[config.mk]
export PLATFORM = sky130hd
export DESIGN_NAME = mem_arbiter_flat
export DESIGN_NICKNAME = d
export VERILOG_FILES = /design/src/rtl/mem_arbiter_if.sv /design/src/rtl/mem_arbiter.sv /design/src/flat_wrapper.sv
export SDC_FILE = /design/constraint.sdc
export NUM_CORES = 1
export LEC_CHECK = 0
export BUFFER_PORTS_ARGS = -buffer_cell sky130_fd_sc_hd__buf_2
export CORE_AREA = 2 2 108 110
export DETAILED_ROUTE_END_ITERATION = 16
export DIE_AREA = 0 0 110 112
export GPL_TIMING_DRIVEN = 0
export PLACE_DENSITY = 0.66
export SLEW_MARGIN = 15
export SYNTH_ARGS = -nofsm -noshare
export SYNTH_HDL_FRONTEND = slang
export SYNTH_SLANG_ARGS = --single-unit
[constraint.sdc]
create_clock -name clk -period 8.5 [get_ports clk]
set_input_delay 1.7 -clock clk [delete_from_list [all_inputs] [get_ports clk]]
set_output_delay 1.7 -clock clk [all_outputs]
set_load 0.02 [all_outputs]
[src/rtl/mem_arbiter_if.sv]
// Bundle of the fetch, load/store and memory-side signals around mem_arbiter.
// The slave modport is the arbiter's view; master is the surrounding core/memory view.
interface mem_arbiter_if #(
  parameter int DATA_WIDTH = 32
);
  logic                  if_req;
  logic [DATA_WIDTH-1:0] if_addr;
  logic                  if_gnt;
  logic                  if_rvalid;
  logic [DATA_WIDTH-1:0] if_rdata;

  logic                  ls_req;
  logic                  ls_wen;
  logic [DATA_WIDTH-1:0] ls_addr;
  logic [DATA_WIDTH-1:0] ls_wdata;
  logic [3:0]            ls_wmask;
  logic                  ls_gnt;
  logic                  ls_rvalid;
  logic [DATA_WIDTH-1:0] ls_rdata;

  logic                  mem_req;
  logic                  mem_wen;
  logic [DATA_WIDTH-1:0] mem_addr;
  logic [DATA_WIDTH-1:0] mem_wdata;
  logic [3:0]            mem_wmask;
  logic                  mem_gnt;
  logic                  mem_rvalid;
  logic [DATA_WIDTH-1:0] mem_rdata;

  modport slave (
    input  if_req, if_addr,
    input  ls_req, ls_wen, ls_addr, ls_wdata, ls_wmask,
    input  mem_gnt, mem_rvalid, mem_rdata,
    output if_gnt, if_rvalid, if_rdata,
    output ls_gnt, ls_rvalid, ls_rdata,
    output mem_req, mem_wen, mem_addr, mem_wdata, mem_wmask
  );

  modport master (
    output if_req, if_addr,
    output ls_req, ls_wen, ls_addr, ls_wdata, ls_wmask,
    output mem_gnt, mem_rvalid, mem_rdata,
    input  if_gnt, if_rvalid, if_rdata,
    input  ls_gnt, ls_rvalid, ls_rdata,
    input  mem_req, mem_wen, mem_addr, mem_wdata, mem_wmask
  );
endinterface

[src/rtl/mem_arbiter.sv]
// Shares one single-ported memory between the fetch and load/store ports, one transaction at a time.
// Define MEM_ARB_RR_EN for round-robin on conflicts; otherwise load/store always beats fetch.
module mem_arbiter #(
  parameter int DATA_WIDTH = 32
) (
  input  logic         clk,
  input  logic         rst,
  mem_arbiter_if.slave bus
);

  typedef enum logic [1:0] {
    IDLE = 2'd0,
    REQ  = 2'd1,
    RESP = 2'd2
  } state_t;

  state_t                state_reg, state_next;
  logic                  owner_reg, owner_next;
  logic                  mem_wen_reg;
  logic [DATA_WIDTH-1:0] mem_addr_reg;
  logic [DATA_WIDTH-1:0] mem_wdata_reg;
  logic [3:0]            mem_wmask_reg;

  logic grant;
  logic pick_ls;
  logic complete;
  logic prefer_ls;

`ifdef MEM_ARB_RR_EN
  // Remembers who won the last grant; starts at fetch so load/store takes the first conflict.
  logic last_ls_reg;

  always_ff @(posedge clk or posedge rst) begin
    if (rst) begin
      last_ls_reg <= 1'b0;
    end else if (grant) begin
      last_ls_reg <= pick_ls;
    end
  end

  assign prefer_ls = ~last_ls_reg;
`else
  assign prefer_ls = 1'b1;
`endif

  always_comb begin
    state_next = state_reg;
    owner_next = owner_reg;
    grant      = 1'b0;
    pick_ls    = 1'b0;
    complete   = 1'b0;
    case (state_reg)
      IDLE: begin
        if (bus.if_req || bus.ls_req) begin
          grant      = 1'b1;
          pick_ls    = bus.ls_req && (!bus.if_req || prefer_ls);
          owner_next = pick_ls;
          state_next = REQ;
        end
      end
      REQ: begin
        // A response arriving with the grant finishes the transaction without visiting RESP.
        if (bus.mem_gnt) begin
          if (bus.mem_rvalid) begin
            complete   = 1'b1;
            state_next = IDLE;
          end else begin
            state_next = RESP;
          end
        end
      end
      RESP: begin
        if (bus.mem_rvalid) begin
          complete   = 1'b1;
          state_next = IDLE;
        end
      end
      default: state_next = IDLE;
    endcase
    // Grants and responses are suppressed while reset is held, not just after the next edge.
    if (rst) begin
      grant    = 1'b0;
      complete = 1'b0;
    end
  end

  always_ff @(posedge clk or posedge rst) begin
    if (rst) begin
      state_reg     <= IDLE;
      owner_reg     <= 1'b0;
      mem_wen_reg   <= 1'b0;
      mem_addr_reg  <= '0;
      mem_wdata_reg <= '0;
      mem_wmask_reg <= '0;
    end else begin
      state_reg <= state_next;
      owner_reg <= owner_next;
      if (grant) begin
        mem_wen_reg   <= pick_ls & bus.ls_wen;
        mem_addr_reg  <= pick_ls ? bus.ls_addr  : bus.if_addr;
        mem_wdata_reg <= pick_ls ? bus.ls_wdata : '0;
        mem_wmask_reg <= pick_ls ? bus.ls_wmask : 4'h0;
      end else if (complete) begin
        // Clearing on completion keeps the memory bus quiet while idle.
        mem_wen_reg   <= 1'b0;
        mem_addr_reg  <= '0;
        mem_wdata_reg <= '0;
        mem_wmask_reg <= '0;
      end
    end
  end

  assign bus.if_gnt    = grant & ~pick_ls;
  assign bus.ls_gnt    = grant & pick_ls;
  assign bus.if_rvalid = complete & ~owner_reg;
  assign bus.ls_rvalid = complete & owner_reg;
  assign bus.if_rdata  = bus.if_rvalid ? bus.mem_rdata : '0;
  assign bus.ls_rdata  = bus.ls_rvalid ? bus.mem_rdata : '0;

  assign bus.mem_req   = (state_reg == REQ);
  assign bus.mem_wen   = mem_wen_reg;
  assign bus.mem_addr  = mem_addr_reg;
  assign bus.mem_wdata = mem_wdata_reg;
  assign bus.mem_wmask = mem_wmask_reg;

endmodule
[src/flat_wrapper.sv]
// flat-port wrapper written by rule: the top's interface ports become plain ports
module mem_arbiter_flat 
#(
  parameter int DATA_WIDTH = 32
)
  (clk, rst, bus_if_req, bus_if_addr, bus_ls_req, bus_ls_wen, bus_ls_addr, bus_ls_wdata, bus_ls_wmask, bus_mem_gnt, bus_mem_rvalid, bus_mem_rdata, bus_if_gnt, bus_if_rvalid, bus_if_rdata, bus_ls_gnt, bus_ls_rvalid, bus_ls_rdata, bus_mem_req, bus_mem_wen, bus_mem_addr, bus_mem_wdata, bus_mem_wmask);
  mem_arbiter_if #(.DATA_WIDTH(DATA_WIDTH)) bus_i ();
  input  logic clk;
  input  logic rst;
  input wire logic [$bits(bus_i.if_req)-1:0] bus_if_req;
  input wire logic [$bits(bus_i.if_addr)-1:0] bus_if_addr;
  input wire logic [$bits(bus_i.ls_req)-1:0] bus_ls_req;
  input wire logic [$bits(bus_i.ls_wen)-1:0] bus_ls_wen;
  input wire logic [$bits(bus_i.ls_addr)-1:0] bus_ls_addr;
  input wire logic [$bits(bus_i.ls_wdata)-1:0] bus_ls_wdata;
  input wire logic [$bits(bus_i.ls_wmask)-1:0] bus_ls_wmask;
  input wire logic [$bits(bus_i.mem_gnt)-1:0] bus_mem_gnt;
  input wire logic [$bits(bus_i.mem_rvalid)-1:0] bus_mem_rvalid;
  input wire logic [$bits(bus_i.mem_rdata)-1:0] bus_mem_rdata;
  output wire logic [$bits(bus_i.if_gnt)-1:0] bus_if_gnt;
  output wire logic [$bits(bus_i.if_rvalid)-1:0] bus_if_rvalid;
  output wire logic [$bits(bus_i.if_rdata)-1:0] bus_if_rdata;
  output wire logic [$bits(bus_i.ls_gnt)-1:0] bus_ls_gnt;
  output wire logic [$bits(bus_i.ls_rvalid)-1:0] bus_ls_rvalid;
  output wire logic [$bits(bus_i.ls_rdata)-1:0] bus_ls_rdata;
  output wire logic [$bits(bus_i.mem_req)-1:0] bus_mem_req;
  output wire logic [$bits(bus_i.mem_wen)-1:0] bus_mem_wen;
  output wire logic [$bits(bus_i.mem_addr)-1:0] bus_mem_addr;
  output wire logic [$bits(bus_i.mem_wdata)-1:0] bus_mem_wdata;
  output wire logic [$bits(bus_i.mem_wmask)-1:0] bus_mem_wmask;
  assign bus_i.if_req = bus_if_req;
  assign bus_i.if_addr = bus_if_addr;
  assign bus_i.ls_req = bus_ls_req;
  assign bus_i.ls_wen = bus_ls_wen;
  assign bus_i.ls_addr = bus_ls_addr;
  assign bus_i.ls_wdata = bus_ls_wdata;
  assign bus_i.ls_wmask = bus_ls_wmask;
  assign bus_i.mem_gnt = bus_mem_gnt;
  assign bus_i.mem_rvalid = bus_mem_rvalid;
  assign bus_i.mem_rdata = bus_mem_rdata;
  assign bus_if_gnt = bus_i.if_gnt;
  assign bus_if_rvalid = bus_i.if_rvalid;
  assign bus_if_rdata = bus_i.if_rdata;
  assign bus_ls_gnt = bus_i.ls_gnt;
  assign bus_ls_rvalid = bus_i.ls_rvalid;
  assign bus_ls_rdata = bus_i.ls_rdata;
  assign bus_mem_req = bus_i.mem_req;
  assign bus_mem_wen = bus_i.mem_wen;
  assign bus_mem_addr = bus_i.mem_addr;
  assign bus_mem_wdata = bus_i.mem_wdata;
  assign bus_mem_wmask = bus_i.mem_wmask;
  mem_arbiter #(.DATA_WIDTH(DATA_WIDTH)) u_core (.clk(clk), .rst(rst), .bus(bus_i));
endmodule
==> results of run 1 <==
worst max-delay path, cell delays in order:
cell and delay, ns:
buf_2 0.12, and3b_2 0.28, and3_1 0.33, clkbuf_1 0.32, and2_1 0.23, buf_2 0.18
layer usage:
metal  GRT usage, %  part of all wire [%]  up-vias
li1               -                     -     1661
met1          21.41                    38     1695
met2          36.61                    51      181
met3          5.738                   9.3       11
met4          5.316                   1.1        2
met5              0                  0.11        -
logic make-up (layout without fill, tap and decap cells):
family,count (synthesis),count (layout),share of synthesized area [%]
flops,72,72,52.73
mux,1,1,0.3295
fa+ha+maj,4,4,1.465
buf+inv,32,324,4.650
simple gates,80,80,14.65
compound gates,105,105,26.18
stage by stage:
stage               instance area, µm²  util [%]  hold WS, ns
finish                            5293     47.36       0.4859
floorplan                         3417         -       0.4720
detailed placement                5002     44.77       0.4697
global placement                  4972     44.50       0.4695
global route                      5293     47.36       0.5034
CTS                               5293     47.36       0.4848
path summary, 6_finish.rpt:
path / from / cells past startpoint / slack [ns] / endpoint
min: u_core.bus.mem_addr[5] / 1 / 0.49 / u_core.bus.mem_addr[5]
max reg2reg: u_core.state_reg[1] / 8 / 6.61 / u_core.bus.mem_addr[2]
min reg2reg: u_core.bus.mem_addr[5] / 1 / 0.49 / u_core.bus.mem_addr[5]
max: rst / 6 / 3.64 / bus_ls_rdata[16]
max in group asynchronous: rst / 3 / 6.59 / u_core.bus.mem_wdata[21]
min in group asynchronous: rst / 2 / 1.36 / u_core.bus.mem_addr[1]
cell usage in the layout (no fill, tap or decap), drive strengths merged, types with 3 or more instances in the layout:
cell type / netlist / layout
a22o: 38 / 38
and2: 64 / 64
nor2b: 4 / 4
o2bb2ai: 32 / 32
nand2: 3 / 3
clkbuf: 9 / 20
a22oi: 32 / 32
ha: 4 / 4
inv: 3 / 5
buf: 20 / 296
dfrtp: 72 / 72
synthesized netlist by cell type (all sizes together) (2+ instances only):
cell type | count | area share, %
a22o | 38 | 9.7
a22oi | 32 | 7.0
and2 | 64 | 12
and3 | 2 | 0.37
and3b | 2 | 0.55
buf | 20 | 3.3
clkbuf | 9 | 0.99
dfrtp | 72 | 53
ha | 4 | 1.5
inv | 3 | 0.33
nand2 | 3 | 0.33
nor2b | 4 | 0.73
o2bb2ai | 32 | 8.2
power groups by stage:
stage                     registers, mW  clock network [mW]  logic (mW)
final                             0.564               0.363       0.696
after global routing              0.581               0.387       0.753
after CTS                         0.563               0.371       0.703
after detailed placement          0.559                   0       0.708
after global placement            0.561                   0       0.690
after floorplan                   0.722                   0       0.277
area by class of cell:
type	instances	area share, %
Sequential cell	72	34.04
Multi-Input combinational cell	190	27.52
Timing Repair Buffer	276	26.52
Clock buffer	11	4.775
Tap cell	143	3.381
Buffer	29	2.790
Clock inverter	5	0.7092
Inverter	3	0.2600
==> impl_metrics.tcl, run 1 <==
set metrics [dict create \
    die_area_mm2 0.01232 \
    seqPwrFrac_pct 34.8 \
    clock_skew_ns 0.003091 \
    wl_per_cell_um 16.92 \
    multi_input_area_mm2 0.001456 \
    clk_latency_ns 0.33 \
    grt_setup_unrepaired "no" \
    finalWirelength_um 12330 \
    cts_hold_buf 0 \
    p_leak_nw 3.005 \
    avgViaCountPerCell 4.870 \
    drv_cap 0 \
    swShare_pct 39.82 \
    ys_types 26 \
    dp.cells 713 \
    slew_violations 0 \
    grt_max_degree 49 \
    yosys_most_used_dff "dfrtp_1" \
    relSlewSlack_pct 70.37 \
    cts-buffers-inserted 9 \
    detail-route-antenna-nets 0 \
    critPathMaxFanout 10 \
    peakVddDrop_mv 0.1769 \
    initial_core_util_pct 30.58 \
    cts_sinks 72 \
    htree_levels 3 \
    grt_pass1_wl_um 18480 \
    period_needed_ns 4.857 \
    fp.dieW_um 110 \
    hpwl_um 9897 \
    final_cell_count_no_fill 729 \
    rows 39 \
    yosys_warnings 0 \
    drive_above_1_share_pct 53.92 \
    netlist_instances 294 \
    cp-start-kind "primary input" \
    crit_path_end_kind "output port" \
    syn_to_final_growth_pct 54.89 \
    synthesis.area_mm2 0.003417 \
    n_antenna_cell 0 \
    nets 724 \
    report.power.total_mw 1.623 \
    p_per_area_mw_per_mm2 306.7 \
    clock_path_buffers 2 \
    avgSynthCellArea_um2 11.62 \
    seq_area_mm2 0.001802 \
    synth_edf_count 0 \
    grt_pass1_vias 3679 \
    clkTransAtPathRegs_ns 0.06 \
    period_share_pct 57.14 \
    ios 277 \
    dr_total_vias 3550 \
    critPathArrivalTime_ns 3.16 \
    intPower_mw 0.9769 \
    holdCritPathClass "flop to flop" \
    post-place-ws_ns 3.629 \
    switchingPower_mw 0.6464 \
    synth_seq_cells 72 \
    status "completed" \
    cp.required_ns 6.80 \
    antenna_found_initial 1 \
    setup_ws_ns 3.643 \
    port_buffers 275 \
    cts_tree "built" \
    async_flop_share_pct 100.0 \
    die_h_um 112 \
    cts_setup_buffers 0 \
    core_area_mm2 0.01117 \
    route.detailed.drc 0 \
    finalHoldViolations 0 \
    combinationalPowerShare_pct 42.9 \
    clockRootBuffer "clkbuf_16" \
    post_cts_resized 0 \
    fillCellCount 1047 \
    grt_usage_pct 19.74 \
    syn_nets 437 \
    synth_seq_area_share_pct 52.73 \
    gr-total-overflow 0 \
    fin_tns_setup_ns 0 \
    drt_iter0_drc 126 \
    worstMarginPinSlew_ns 0.4445 \
    dr.pass1.iters 4 \
    max_freq_ghz 0.2059 \
    pwr-share-clk_pct 22.4 \
    setup_viol 0 \
    gp_congestion 0.8492 \
    crit_type "primary input to output port" \
]
No activity file was read; power rests on OpenSTA's default activity.
==> inputs of run 2 (changes only) <==
- ABC_AREA: unset -> 1
- CORE_AREA: 2 2 108 110 -> unset
- CORE_UTILIZATION: unset -> 35
- DIE_AREA: 0 0 110 112 -> unset
- PLACE_DENSITY: 0.66 -> 0.73
- clock period: 8.5 -> 4.27 ns (I/O delays scaled with it)
==> impl_metrics.tcl, run 2 <==
set metrics [dict create \
    drv_cap 0 \
    hpwl_um 10390 \
    synth_xor_area_share_pct 0 \
    crit_type "primary input to output port" \
    setup_ws_ns 0.9966 \
    path_common_cell "buf_2" \
    async_flop_share_pct 100.0 \
    combinationalPowerShare_pct 50.2 \
    most-common-layout-cells "buf_2 (294), nand2_1 (217), nand3_1 (106), dfrtp_1 (72), nor2_1 (65)" \
    fp.dieW_um 107.0 \
    setup_viol 0 \
    relSlewSlack_pct 63.89 \
    cts_sinks 72 \
    clkTransAtPathRegs_ns 0.08 \
    synthAdderAreaFrac_pct 1.298 \
    post-place-ws_ns 0.8987 \
    synth_top_area_share_pct 46.72 \
    finalWirelength_um 13230 \
    synth_seq_cells 72 \
    grt_max_degree 54 \
    worstMarginPinSlew_ns 0.5416 \
    pwr-share-clk_pct 15.5 \
    synth_top_area_cell "dfrtp_1" \
    n_antenna_cell 0 \
    crit_buf_inv 7 \
    netlist_instances 552 \
    ys_types 16 \
    p_leak_nw 3.721 \
    detail-route-antenna-nets 0 \
    synth_seq_area_share_pct 46.72 \
    cp_slowest_cell "buf_16" \
    peakVddDrop_mv 0.2639 \
    grt_setup_unrepaired "no" \
    clock_path_buffers 2 \
    cts-buffers-inserted 9 \
    clock_skew_ns 0.01540 \
    core_area_mm2 0.01051 \
    intPower_mw 1.783 \
    grt_usage_pct 23.20 \
    cts_tree "built" \
    synth_area_leaders "dfrtp_1 (47%), nand2_1 (21%), nand3_1 (14%)" \
    swShare_pct 46.07 \
    initial_core_util_pct 36.69 \
    fin_tns_setup_ns 0 \
    cp-start-kind "primary input" \
    post_cts_resized 0 \
    critPathArrivalTime_ns 2.42 \
    cts_setup_buffers 0 \
    route.detailed.drc 0 \
    crit_path_end_kind "output port" \
    drt_iter0_drc 207 \
    grt_pass1_wl_um 20600 \
    syn_nets 695 \
    rows 37 \
    dr.pass1.iters 4 \
    critPathMaxFanout 53 \
    gr-total-overflow 0 \
    die_area_mm2 0.01144 \
    avgSynthCellArea_um2 6.986 \
    avgViaCountPerCell 4.603 \
    synth_edf_count 0 \
    p_per_area_mw_per_mm2 588.1 \
    syn_to_final_growth_pct 45.81 \
    fin_util_pct 53.51 \
    yosys.area_share.simple_pct 42.12 \
    period_needed_ns 3.273 \
    synth_common_cells "nand2_1 (217), nand3_1 (106), dfrtp_1 (72), nor2_1 (65), inv_1 (42)" \
    yosys_most_used_dff "dfrtp_1" \
    path_cells "buf_2, inv_4, buf_16, nand3_2, inv_2, buf_4, nand2_1, inv_1, buf_2" \
    cp_top_family "buffers and inverters" \
    drive_above_1_share_pct 38.86 \
    holdCritPathClass "flop to flop" \
    finalHoldViolations 0 \
    wl_per_cell_um 13.50 \
    cp.required_ns 3.42 \
    final_common_cell "buf_2" \
    yosys_warnings 0 \
    synth_top_family_by_area "simple AND/OR/NAND/NOR gates" \
    synth-compound-area-share_pct 0 \
    period_share_pct 76.66 \
    slowest_delay_ns 0.29 \
    dr_total_vias 4511 \
    synthesis.area_mm2 0.003856 \
    port_buffers 275 \
    gp_congestion 0.8265 \
    nets 982 \
    die_h_um 107.0 \
    cts_hold_buf 0 \
    slew_violations 0 \
    switchingPower_mw 1.524 \
    synth.mux.area_fraction_pct 0 \
    ios 277 \
    status "completed" \
    max_freq_ghz 0.3055 \
    synth_most_common_cell "nand2_1" \
    antenna_found_initial 0 \
    seqPwrFrac_pct 34.3 \
    htree_levels 3 \
    clk_latency_ns 0.34 \
    grt_pass1_vias 4208 \
    clockRootBuffer "clkbuf_8" \
]
[run 2: worst min-delay path, stage by stage, from the launching register on]
cell	delay, ns
dfrtp_1	0.34
nand3_1	0.07
nand2_1	0.05
[run 2: final timing paths]
| check | from | to | slack, ns | depth (start not counted) |
|---|---|---|---|---|
| worst min register to register | u_core.bus.mem_wdata[1] | u_core.bus.mem_wdata[1] | 0.50 | 2 |
| worst max-delay path | rst | bus_if_gnt | 1.0 | 9 |
| worst min-delay path | u_core.bus.mem_wdata[1] | u_core.bus.mem_wdata[1] | 0.50 | 2 |
| max in group asynchronous | rst | u_core.bus.mem_addr[30] | 3.21 | 3 |
| min in group asynchronous | rst | u_core.bus.mem_wdata[28] | 0.51 | 2 |
| worst max register to register | u_core.state_reg[0] | u_core.bus.mem_addr[9] | 2.45 | 8 |
[run 2: cells by family (layout without fill, tap and decap cells)]
group	after synthesis	count (layout)
adder cells (fa/ha/maj)	4	4
flip-flops	72	72
AND/OR/NAND/NOR	393	393
buffers and inverters	83	375
[run 2: layout make-up]
type / instances / area (µm²)
well taps: 136 / 170.2
clock buffers: 11 / 151.4
inverters: 45 / 171.4
fillers: 1101 / 4886
repair buffers: 276 / 1404
plain buffers: 38 / 211.5
clock inverters: 5 / 38.79
multi-input cells: 397 / 1674
flip-flops and latches: 72 / 1802
[run 2: power groups by stage]
| stage | clock, mW | combinational [mW] | sequential (mW) |
|---|---|---|---|
| 2_1_floorplan | 0 | 0.710 | 1.49 |
| 3_3_place_gp | 0 | 1.65 | 1.14 |
| 3_5_place_dp | 0 | 1.68 | 1.14 |
| 4_1_cts | 0.533 | 1.68 | 1.13 |
| 5_1_grt | 0.565 | 1.83 | 1.17 |
| 6_report | 0.513 | 1.66 | 1.13 |
[run 2: through the flow]
stage          instances  total power [mW]  hold slack [ns]  instance area [µm²]
2_1_floorplan        552             2.203           0.4624                 3856
3_3_place_gp         963             2.791           0.4798                 5403
3_5_place_dp         964             2.818           0.4827                 5433
4_1_cts              980             3.344           0.4962                 5623
5_1_grt              980             3.566           0.5006                 5623
6_report             980             3.307           0.5005                 5623
[run 2: routing by layer]
layer / wire length (µm) / global-route usage (%)
met1: 5277 / 26.00
met2: 6926 / 43.41
met3: 739 / 4.742
met4: 287 / 7.730
met5: 0 / 0
